**config.mk**
```make
export PLATFORM = sky130hd
export DESIGN_NAME = mmio_uart_tx
export DESIGN_NICKNAME = d
export VERILOG_FILES = /design/src/rtl/uart_pkg.sv /design/src/rtl/sync_fifo.sv /design/src/rtl/mmio_uart_tx.sv
export SDC_FILE = /design/constraint.sdc
export NUM_CORES = 1
export LEC_CHECK = 0
export ABC_AREA = 1
export BUFFER_PORTS_ARGS = -buffer_cell sky130_fd_sc_hd__buf_2
export CAP_MARGIN = 10
export CORE_MARGIN = 3
export CORE_UTILIZATION = 44
export DETAILED_ROUTE_END_ITERATION = 10
export SYNTH_ARGS = -nofsm -noshare
export SYNTH_HDL_FRONTEND = slang
export SYNTH_HIERARCHICAL = 1
export SYNTH_SLANG_ARGS = --single-unit
```
**constraint.sdc**
```tcl
create_clock -name clk -period 8.3 [get_ports clk]
set_input_delay 0.83 -clock clk [delete_from_list [all_inputs] [get_ports clk]]
set_output_delay 0.83 -clock clk [all_outputs]
set_load 0.01 [all_outputs]
```
**src/rtl/uart_pkg.sv**
```systemverilog
// Shared constants for the memory-mapped UART transmitter: register offsets,
// STATUS bit positions and serializer states.
package uart_pkg;

    localparam logic [1:0] OFF_TXDATA  = 2'd0;
    localparam logic [1:0] OFF_STATUS  = 2'd1;
    localparam logic [1:0] OFF_DIVISOR = 2'd2;

    localparam int STAT_BUSY      = 0;
    localparam int STAT_FULL      = 1;
    localparam int STAT_EMPTY     = 2;
    localparam int STAT_OVERFLOW  = 3;
    localparam int STAT_COUNT_LSB = 8;

    typedef enum logic [1:0] {
        ST_IDLE  = 2'd0,
        ST_START = 2'd1,
        ST_DATA  = 2'd2,
        ST_STOP  = 2'd3
    } tx_state_e;

endpackage

```
**src/rtl/sync_fifo.sv**
```systemverilog
// Single-clock FIFO with occupancy count; a push while full or a pop while
// empty is ignored. Pointers wrap naturally because DEPTH is a power of two.
module sync_fifo #(
    parameter int WIDTH = 8,
    parameter int DEPTH = 8
) (
    input  logic                     clk,
    input  logic                     rst_n,
    input  logic                     push,
    input  logic                     pop,
    input  logic [WIDTH-1:0]         wr_data,
    output logic [WIDTH-1:0]         rd_data,
    output logic                     full,
    output logic                     empty,
    output logic [$clog2(DEPTH):0]   count
);

    localparam int AW = $clog2(DEPTH);
    localparam logic [AW:0] FULL_CNT = (AW+1)'(DEPTH);

    logic [WIDTH-1:0] mem [DEPTH];
    logic [AW-1:0]    wr_ptr;
    logic [AW-1:0]    rd_ptr;
    logic [AW:0]      cnt;
    logic             do_push;
    logic             do_pop;

    assign full    = (cnt == FULL_CNT);
    assign empty   = (cnt == '0);
    assign count   = cnt;
    assign rd_data = mem[rd_ptr];
    assign do_push = push && !full;
    assign do_pop  = pop && !empty;

    always_ff @(posedge clk) begin
        if (do_push) begin
            mem[wr_ptr] <= wr_data;
        end
    end

    always_ff @(posedge clk or negedge rst_n) begin
        if (!rst_n) begin
            wr_ptr <= '0;
            rd_ptr <= '0;
            cnt    <= '0;
        end else begin
            if (do_push) begin
                wr_ptr <= wr_ptr + 1'b1;
            end
            if (do_pop) begin
                rd_ptr <= rd_ptr + 1'b1;
            end
            unique case ({do_push, do_pop})
                2'b10:   cnt <= cnt + 1'b1;
                2'b01:   cnt <= cnt - 1'b1;
                default: cnt <= cnt;
            endcase
        end
    end

endmodule

```
**src/rtl/mmio_uart_tx.sv**
```systemverilog
// Memory-mapped 8N1 UART transmitter: bus decode, TXDATA/STATUS/DIVISOR
// registers, combinational read mux and a FIFO-fed serializer.
//
// state    | meaning
// ---------+-----------------------------------------------------------
// ST_IDLE  | line high, waiting for the FIFO to hold a byte
// ST_START | start bit (tx=0) for bit_div cycles
// ST_DATA  | 8 data bits, LSB first, bit_div cycles each
// ST_STOP  | stop bit (tx=1); last cycle chains straight into the next frame
module mmio_uart_tx
    import uart_pkg::*;
#(
    parameter logic [31:0] BASE_ADDR   = 32'h8000_0000,
    parameter int          FIFO_DEPTH  = 8,
    parameter logic [15:0] DEFAULT_DIV = 16'd16
) (
    input  logic        clk,
    input  logic        rst_n,
    input  logic        r,
    input  logic [3:0]  w,
    input  logic [31:0] addr,
    input  logic [31:0] in,
    output logic [31:0] out,
    output logic        tx,
    output logic        irq
);

    localparam int CW = $clog2(FIFO_DEPTH) + 1;

    logic          sel;
    logic [1:0]    offset;
    logic          wr_txdata;
    logic          clr_overflow;
    logic [15:0]   divisor;
    logic          overflow;
    logic [31:0]   status_word;

    logic          fifo_pop;
    logic [7:0]    fifo_rd_data;
    logic          fifo_full;
    logic          fifo_empty;
    logic [CW-1:0] fifo_count;

    tx_state_e     state;
    logic [7:0]    shift_reg;
    logic [15:0]   bit_div;
    logic [15:0]   baud_cnt;
    logic [2:0]    bit_idx;
    logic [15:0]   eff_div;
    logic          baud_done;
    logic          busy;

    logic          unused_bus;
    assign unused_bus = ^{w[3:2], addr[1:0], in[31:16]};

    assign sel          = (addr[31:4] == BASE_ADDR[31:4]);
    assign offset       = addr[3:2];
    assign wr_txdata    = sel && w[0] && (offset == OFF_TXDATA);
    assign clr_overflow = sel && w[0] && in[3] && (offset == OFF_STATUS);

    sync_fifo #(
        .WIDTH (8),
        .DEPTH (FIFO_DEPTH)
    ) u_fifo (
        .clk     (clk),
        .rst_n   (rst_n),
        .push    (wr_txdata),
        .pop     (fifo_pop),
        .wr_data (in[7:0]),
        .rd_data (fifo_rd_data),
        .full    (fifo_full),
        .empty   (fifo_empty),
        .count   (fifo_count)
    );

    always_ff @(posedge clk or negedge rst_n) begin
        if (!rst_n) begin
            divisor <= DEFAULT_DIV;
        end else if (sel && (offset == OFF_DIVISOR)) begin
            if (w[0]) begin
                divisor[7:0] <= in[7:0];
            end
            if (w[1]) begin
                divisor[15:8] <= in[15:8];
            end
        end
    end

    // A push that finds the FIFO full is dropped even if the serializer frees
    // a slot on the same edge; setting outranks a clear.
    always_ff @(posedge clk or negedge rst_n) begin
        if (!rst_n) begin
            overflow <= 1'b0;
        end else if (wr_txdata && fifo_full) begin
            overflow <= 1'b1;
        end else if (clr_overflow) begin
            overflow <= 1'b0;
        end
    end

    always_comb begin
        status_word                                 = '0;
        status_word[STAT_BUSY]                      = busy;
        status_word[STAT_FULL]                      = fifo_full;
        status_word[STAT_EMPTY]                     = fifo_empty;
        status_word[STAT_OVERFLOW]                  = overflow;
        status_word[STAT_COUNT_LSB +: 8]            = 8'(fifo_count);
    end

    always_comb begin
        out = '0;
        if (r && sel) begin
            unique case (offset)
                OFF_STATUS:  out = status_word;
                OFF_DIVISOR: out = {16'h0000, divisor};
                default:     out = '0;
            endcase
        end
    end

    assign eff_div   = (divisor == 16'd0) ? 16'd1 : divisor;
    assign baud_done = (baud_cnt == 16'd0);
    assign busy      = (state != ST_IDLE);
    assign irq       = fifo_empty && (state == ST_IDLE);
    assign fifo_pop  = !fifo_empty &&
                       ((state == ST_IDLE) || ((state == ST_STOP) && baud_done));

    always_ff @(posedge clk or negedge rst_n) begin
        if (!rst_n) begin
            state     <= ST_IDLE;
            shift_reg <= '0;
            bit_div   <= 16'd1;
            baud_cnt  <= '0;
            bit_idx   <= '0;
            tx        <= 1'b1;
        end else begin
            unique case (state)
                ST_IDLE: begin
                    if (!fifo_empty) begin
                        state     <= ST_START;
                        shift_reg <= fifo_rd_data;
                        bit_div   <= eff_div;
                        baud_cnt  <= eff_div - 16'd1;
                        tx        <= 1'b0;
                    end
                end
                ST_START: begin
                    if (baud_done) begin
                        state    <= ST_DATA;
                        bit_idx  <= '0;
                        baud_cnt <= bit_div - 16'd1;
                        tx       <= shift_reg[0];
                    end else begin
                        baud_cnt <= baud_cnt - 16'd1;
                    end
                end
                ST_DATA: begin
                    if (baud_done) begin
                        baud_cnt <= bit_div - 16'd1;
                        if (bit_idx == 3'd7) begin
                            state <= ST_STOP;
                            tx    <= 1'b1;
                        end else begin
                            bit_idx   <= bit_idx + 3'd1;
                            shift_reg <= {1'b0, shift_reg[7:1]};
                            tx        <= shift_reg[1];
                        end
                    end else begin
                        baud_cnt <= baud_cnt - 16'd1;
                    end
                end
                ST_STOP: begin
                    if (baud_done) begin
                        if (!fifo_empty) begin
                            state     <= ST_START;
                            shift_reg <= fifo_rd_data;
                            bit_div   <= eff_div;
                            baud_cnt  <= eff_div - 16'd1;
                            tx        <= 1'b0;
                        end else begin
                            state <= ST_IDLE;
                        end
                    end else begin
                        baud_cnt <= baud_cnt - 16'd1;
                    end
                end
                default: begin
                    state <= ST_IDLE;
                    tx    <= 1'b1;
                end
            endcase
        end
    end

endmodule

```
* Word-level counts from Yosys, hierarchy flattened *
Memories as Yosys holds them, arrays and structs flattened.
Cells that the tools add are included.

word-level totals
  register bits after elaboration = 73
  memory bits (writable) = 64
  input port bits = 71
  output and inout bits = 34
  memories = 1

memories
  memory      words  bits a word  read ports  clocked after memory_dff  wr ports  line             source
  u_fifo.mem  8      8            1           0                         1         sync_fifo.sv:21  logic [WIDTH-1:0] mem [DEPTH];

cells by class
  $add $sub $neg = 8
  equality and inequality tests = 16
  muxes and demuxes = 37
  reductions and logical operators = 34

operators by type and width
  operator                 count
  $mux W16                 7
  $pmux W16 S2             2
  $pmux W16 S3             1
  $sub A16 B1 Y16 const B  3
  $logic_not A16 Y1        2
  $mux W8                  4
  $eq A28 B28 Y1 const B   1
  $pmux W8 S3              1
  $logic_and A1 B1 Y1      12
  $ne A2 B2 Y1 const B     6
  $mux W1                  10
  $mux W2                  5
  $reduce_bool A2 Y1       5
  $add A3 B1 Y3 const B    3
  $mux W3                  3
  $eq A2 B2 Y1 const B     4
  $pmux W2 S4              1
  $pmux W4 S2              1
  $reduce_and A4 Y1        2
  $eq A2 B1 Y1 const B     3
  $pmux W3 S2              1
  $reduce_and A2 Y1        3
  $reduce_and A5 Y1        1
  $add A4 B1 Y4 const B    1
  11 further kinds         13

* Depth between registers and ports, before layout *
  word-level depth = 7
  depth in mapped cells = 18
  depth with buffers taken out = 18

* By module *
Netlist, hierarchy kept.

modules (own cells, without submodules)
  module        times used  cells each  area an instance (um^2)
  mmio_uart_tx  1           685         4844.6
  sync_fifo     1           357         3399.5

* Worst setup path before layout *
Ideal clock, no wire load.

  path kind = input port to flip-flop
  start = input addr[21]
  end = register u_fifo.cnt[3], in the netlist u_fifo/count[3]
  library setup time = 117 ps
  data arrival time = 2914 ps
  slack = 5268 ps
  stages on the path = 13
  buffers on the path = 1
  cell sequence = nor4_1 -> nand3_1 -> nor2_4 -> and3_1 -> nand2_2 -> buf_6 -> ha_1 -> ha_1 -> or2_2 -> nand2_1 -> nand2_1 -> nand3_1 -> nand2_1

on the way
  cells in the longest elaborated chain, start to end = 6
  elaborated cells between the ends (all ways) = 8
  those cells by class = eq/ne: 3; mux: 1; reduce/logical: 4

RTL lines
  what                                               line                source
  from (decl)                                        mmio_uart_tx.sv:21  input logic [31:0] addr,
  $eq A28 B28 Y1 (*)                                 mmio_uart_tx.sv:56  assign sel = (addr[31:4] == BASE_ADDR[31:4]);
  $logic_and A1 B1 Y1 (*) (2 in a row)               mmio_uart_tx.sv:58  assign wr_txdata = sel && w[0] && (offset == OFF_TXDATA);
  named net wr_txdata                                mmio_uart_tx.sv:32  logic wr_txdata;
  $logic_and A1 B1 Y1 (*)                            sync_fifo.sv:32     assign do_push = push && !full;
  $eq A2 B1 Y1 or $eq A2 B2 Y1 (tied branches)       sync_fifo.sv:53     unique case ({do_push, do_pop})
  $pmux W4 S2 or $reduce_bool A2 Y1 (tied branches)  n/a
  to (signal assigned)                               sync_fifo.sv:54     2'b10: cnt <= cnt + 1'b1;
  to (signal assigned)                               sync_fifo.sv:55     2'b01: cnt <= cnt - 1'b1;
  to (signal assigned)                               sync_fifo.sv:56     default: cnt <= cnt;
  to (decl)                                          sync_fifo.sv:24     logic [AW:0] cnt;

Mark *: on every way through the listed nets, which the timed path passes. The rest lies on a longest branch.
A chain may end at the register's enable or synchronous reset.

* Worst setup path in the final report *
  start = register state[0]
  end = register u_fifo.cnt[3], in the netlist u_fifo/count[3]

on the way
  cells in the longest elaborated chain, start to end = 7
  elaborated cells between the ends (all ways) = 10
  those cells by class = eq/ne: 3; mux: 1; reduce/logical: 6

RTL lines
  what                                               line                 source
  from (decl)                                        mmio_uart_tx.sv:44   tx_state_e state;
  from (signal assigned)                             mmio_uart_tx.sv:130  state <= ST_IDLE;
  from (signal assigned)                             mmio_uart_tx.sv:140  state <= ST_START;
  from (signal assigned)                             mmio_uart_tx.sv:149  state <= ST_DATA;
  $eq A2 B2 Y1                                       mmio_uart_tx.sv:126  ((state == ST_IDLE) || ((state == ST_STOP) && baud_done));
  $logic_and A1 B1 Y1                                mmio_uart_tx.sv:126
  $logic_or A1 B1 Y1 (*)                             mmio_uart_tx.sv:126
  $logic_and A1 B1 Y1 (*)                            mmio_uart_tx.sv:125  assign fifo_pop = !fifo_empty &&
  named net fifo_pop                                 mmio_uart_tx.sv:38   logic fifo_pop;
  $logic_and A1 B1 Y1 (*)                            sync_fifo.sv:33      assign do_pop = pop && !empty;
  named net u_fifo.do_pop                            sync_fifo.sv:26      logic do_pop;
  $eq A2 B1 Y1 or $eq A2 B2 Y1 (tied branches)       sync_fifo.sv:53
  $pmux W4 S2 or $reduce_bool A2 Y1 (tied branches)  n/a

Marked as above.

==> results by group <==
Synth
  • Syn_area_per_cell: 7.912 sq um
  • Synth top area share: 0.2331
  • Post-synth cell types: 44
  • Largest area contributor in the netlist: edfxtp_1
  • EDFF count, synth: 64
  • Seq/Total Area, Yosys: 0.4552
  • Register bit total from synthesis: 137
  • Top_reg_cell synth: dfrtp_1
  • YS warnings: 6
  • Ys async rst share: 0.5328
  • Area contributors post-synth: edfxtp_1 23%, dfrtp_1 21%, nand2_1 13%, nor2_1 6.4%, inv_1 5.9%
  • Mapped Cells: 1042
  • Synth Cell Area: 8244 sq um

Place
  • Total placed cells including tap cells: 1317
  • Routability cong.: 0.8869
  • I/O Buffers: 68
  • DP Wirelength: 13.65 mm

Finish
  • Multi-input gate area: 3726 sq um
  • Seq. cell area: 3754 sq um
  • Max FFs per register: 64
  • Layout Nets: 1198
  • Area delta synth->final: 12.57%
  • Fillers: 1729
  • Top reg by flops: u_fifo/mem
  • Finished Core Util: 0.5097
  • Commonest non-fill, non-tap cell in the layout: nand2_1
  • Most frequent cells in the layout: 294 x nand2_1, 141 x nor2_1, 129 x inv_1
  • # diodes: 0
  • Final Non-Filler Cells: 1351
  • Share of layout cells above drive strength 1: 0.1738

Clocking
  • CTS sink count: 137
  • # hold bufs at CTS: 0
  • Post-cts sizing count: 0
  • CTS Buf Count: 17
  • Longest Clk Path Bufs: 2
  • Setup repair bufs after CTS: 0
  • CTS tree: done
  • Clk_lat worst skew: 0.42 ns
  • Root Driver: clkbuf_16
  • H-tree Lvls: 4
  • Clock transition at path regs: 0.06 ns

Floorplan
  • Top Ports: 105
  • Die H: 142.9 um
  • Die ar.: 20410 sq um
  • Std-Cell Core Area: 18210 sq um
  • Std cell rows: 49
  • Initial Util: 0.4528
  • Die width: 142.9 um

Global routing
  • Global Route Usage Sum: 0.1935
  • First-pass GRT wire length: 31.19 mm
  • Largest net degree at the start of global routing: 67
  • GRT overflow: 0
  • Vias in the first global route: 6242
  • Initial antenna violation count: 0

Detailed routing
  • Drt pass-1 iters: 5
  • Drt wl/cell: 14.06 um
  • Post-Route WL: 19.00 mm
  • Via count: 6714
  • Initial DRC count: 444
  • Post-DRT Antenna Nets: 0
  • Vias per cell: 4.970
  • DRC: 0

Critical path
  • CP top delay family: adder cells
  • Critical Path Most Common Cell: nand2_1
  • CP max-delay cell: ha_1
  • WP data arrival: 3.63 ns
  • CP Cell Sequence: inv_1 -> ha_1 -> inv_1 -> o21ai_4 -> inv_2 -> nor2_1 -> nand2_1 -> inv_1 -> ha_1 -> ha_1 -> or2_2 -> nand2_1 -> nand2_1 -> nand3_1 -> nand2_1
  • Worst setup EP type: flop
  • Startpoint Class: flop
  • Critical path type: flop to flop
  • Buffers and inverters on the worst path: 4
  • Critical path data required time: 8.62 ns
  • CP max stage delay: 0.47 ns
  • Max Fanout on Critical Path: 12

STA
  • Fin crit share: 0.3994
  • Minimum clock period: 3.315 ns
  • Peak Freq: 301.6 MHz
  • Slew Limit Headroom: 0.2356
  • Final Skew: 0.01008 ns
  • Final Hold Viols: 0
  • Slew @ Worst Pin: 1.147 ns
  • Final Setup Violations: 0
  • RSZ-0062 raised after global routing: no
  • Max-slew violations: 0
  • Final setup TNS: 0 ns

Pwr
  • Sw Share: 0.2252
  • Lkg Pwr: 4.504 nW
  • Switching power: 344.4 uW
  • Flop pwr share: 0.466
  • Combinational share of power: 0.032
  • Clock power frac: 0.502
  • Cell Pwr Density: 164.8 nW/um^2
  • Total internal power: 1.185 mW
  • Peak VDD IR: 0.1413 mV

Hold path
  • Hold crit path type: primary input to async pin

Run status
  • Status: finished, final reports clean

Job
  • Max_cap viols: 0
## synth_stat cells, types with 4 or more instances
cell type    n
o21ai_1      5
inv_1      129
nand3_4      4
xnor2_1     10
nor2_1     141
dfrtp_1     70
o31ai_1      5
o21ai_2     33
nand3_1     49
nor3_1      23
o21ai_0     39
ha_1        17
buf_6       10
nand2_1    294
nand2_2     18
nor4_1       4
nor2_4       4
nand4_1     10
clkbuf_1     8
buf_4       18
nor2_2       8
a21oi_1     25
xor2_1      14
buf_2        6
nand3_2      4
edfxtp_1    64
## cell type report
type                    instances  area share
flip-flops and latches        137      0.4045
clock buffers                  18     0.04732
clock inverters                14     0.01726
well taps                     229     0.03088
repair buffers                 77     0.04395
inverters                     134     0.05460
multi-input cells             742      0.4015
## power groups by stage
stage,Sequential (mW),Combinational (mW),Clock [mW]
final,0.713,0.0485,0.768
after global placement,0.726,0.0492,0
after floorplan,0.726,0.0245,0
after global routing,0.712,0.0557,0.812
after CTS,0.712,0.0497,0.785
after detailed placement,0.726,0.0496,0
## layer usage
metal  global-route usage  share of wire  wire [um]  vias up
li1                     -              -          -     3435
met2               0.2992           0.45       8585      170
met1               0.2770           0.49       9222     3089
met4              0.05903          0.013        239        0
met3              0.03684          0.050        950       20
met5                    0              0          0        -
## logic make-up (layout without fill, tap and decap cells)
family / after synthesis / count (layout) / share of synthesized area
AO/OA/AOI/OAI: 116 / 116 / 0.09212
other: 1 / 16 / 0.0004549
adder cells (fa/ha/maj): 18 / 18 / 0.02823
XOR/XNOR: 24 / 24 / 0.02550
AND/OR/NAND/NOR: 568 / 568 / 0.2988
flip-flops: 137 / 137 / 0.4552
buffers and inverters: 178 / 243 / 0.09971
## worst paths after layout
| check | depth (start not counted) | end | start | slack [ns] |
|---|---|---|---|---|
| setup / recovery | 15 | u_fifo/count[3] | state[0] | 4.98 |
| hold / removal | 1 | shift_reg[5] | rst_n | 0.27 |
| setup reg to reg | 15 | u_fifo/count[3] | state[0] | 4.98 |
| hold reg to reg | 2 | overflow | overflow | 0.48 |
| max in group asynchronous | 2 | u_fifo/rd_ptr[0] | rst_n | 6.96 |
| min in group clk | 2 | overflow | overflow | 0.48 |
## through the flow
stage               area, sq um  hold slack [ns]  setup WS [ns]  power, mW
floorplan                  8300           0.4421          5.268     0.7507
global placement           8668           0.4583          4.772     0.7752
detailed placement         8668           0.4684          4.735     0.7755
CTS                        9268           0.2674          4.991      1.547
global route               9280           0.2787          4.692      1.580
finish                     9280           0.2705          4.985      1.529
Note: power is estimated with default switching activity, not from simulation.
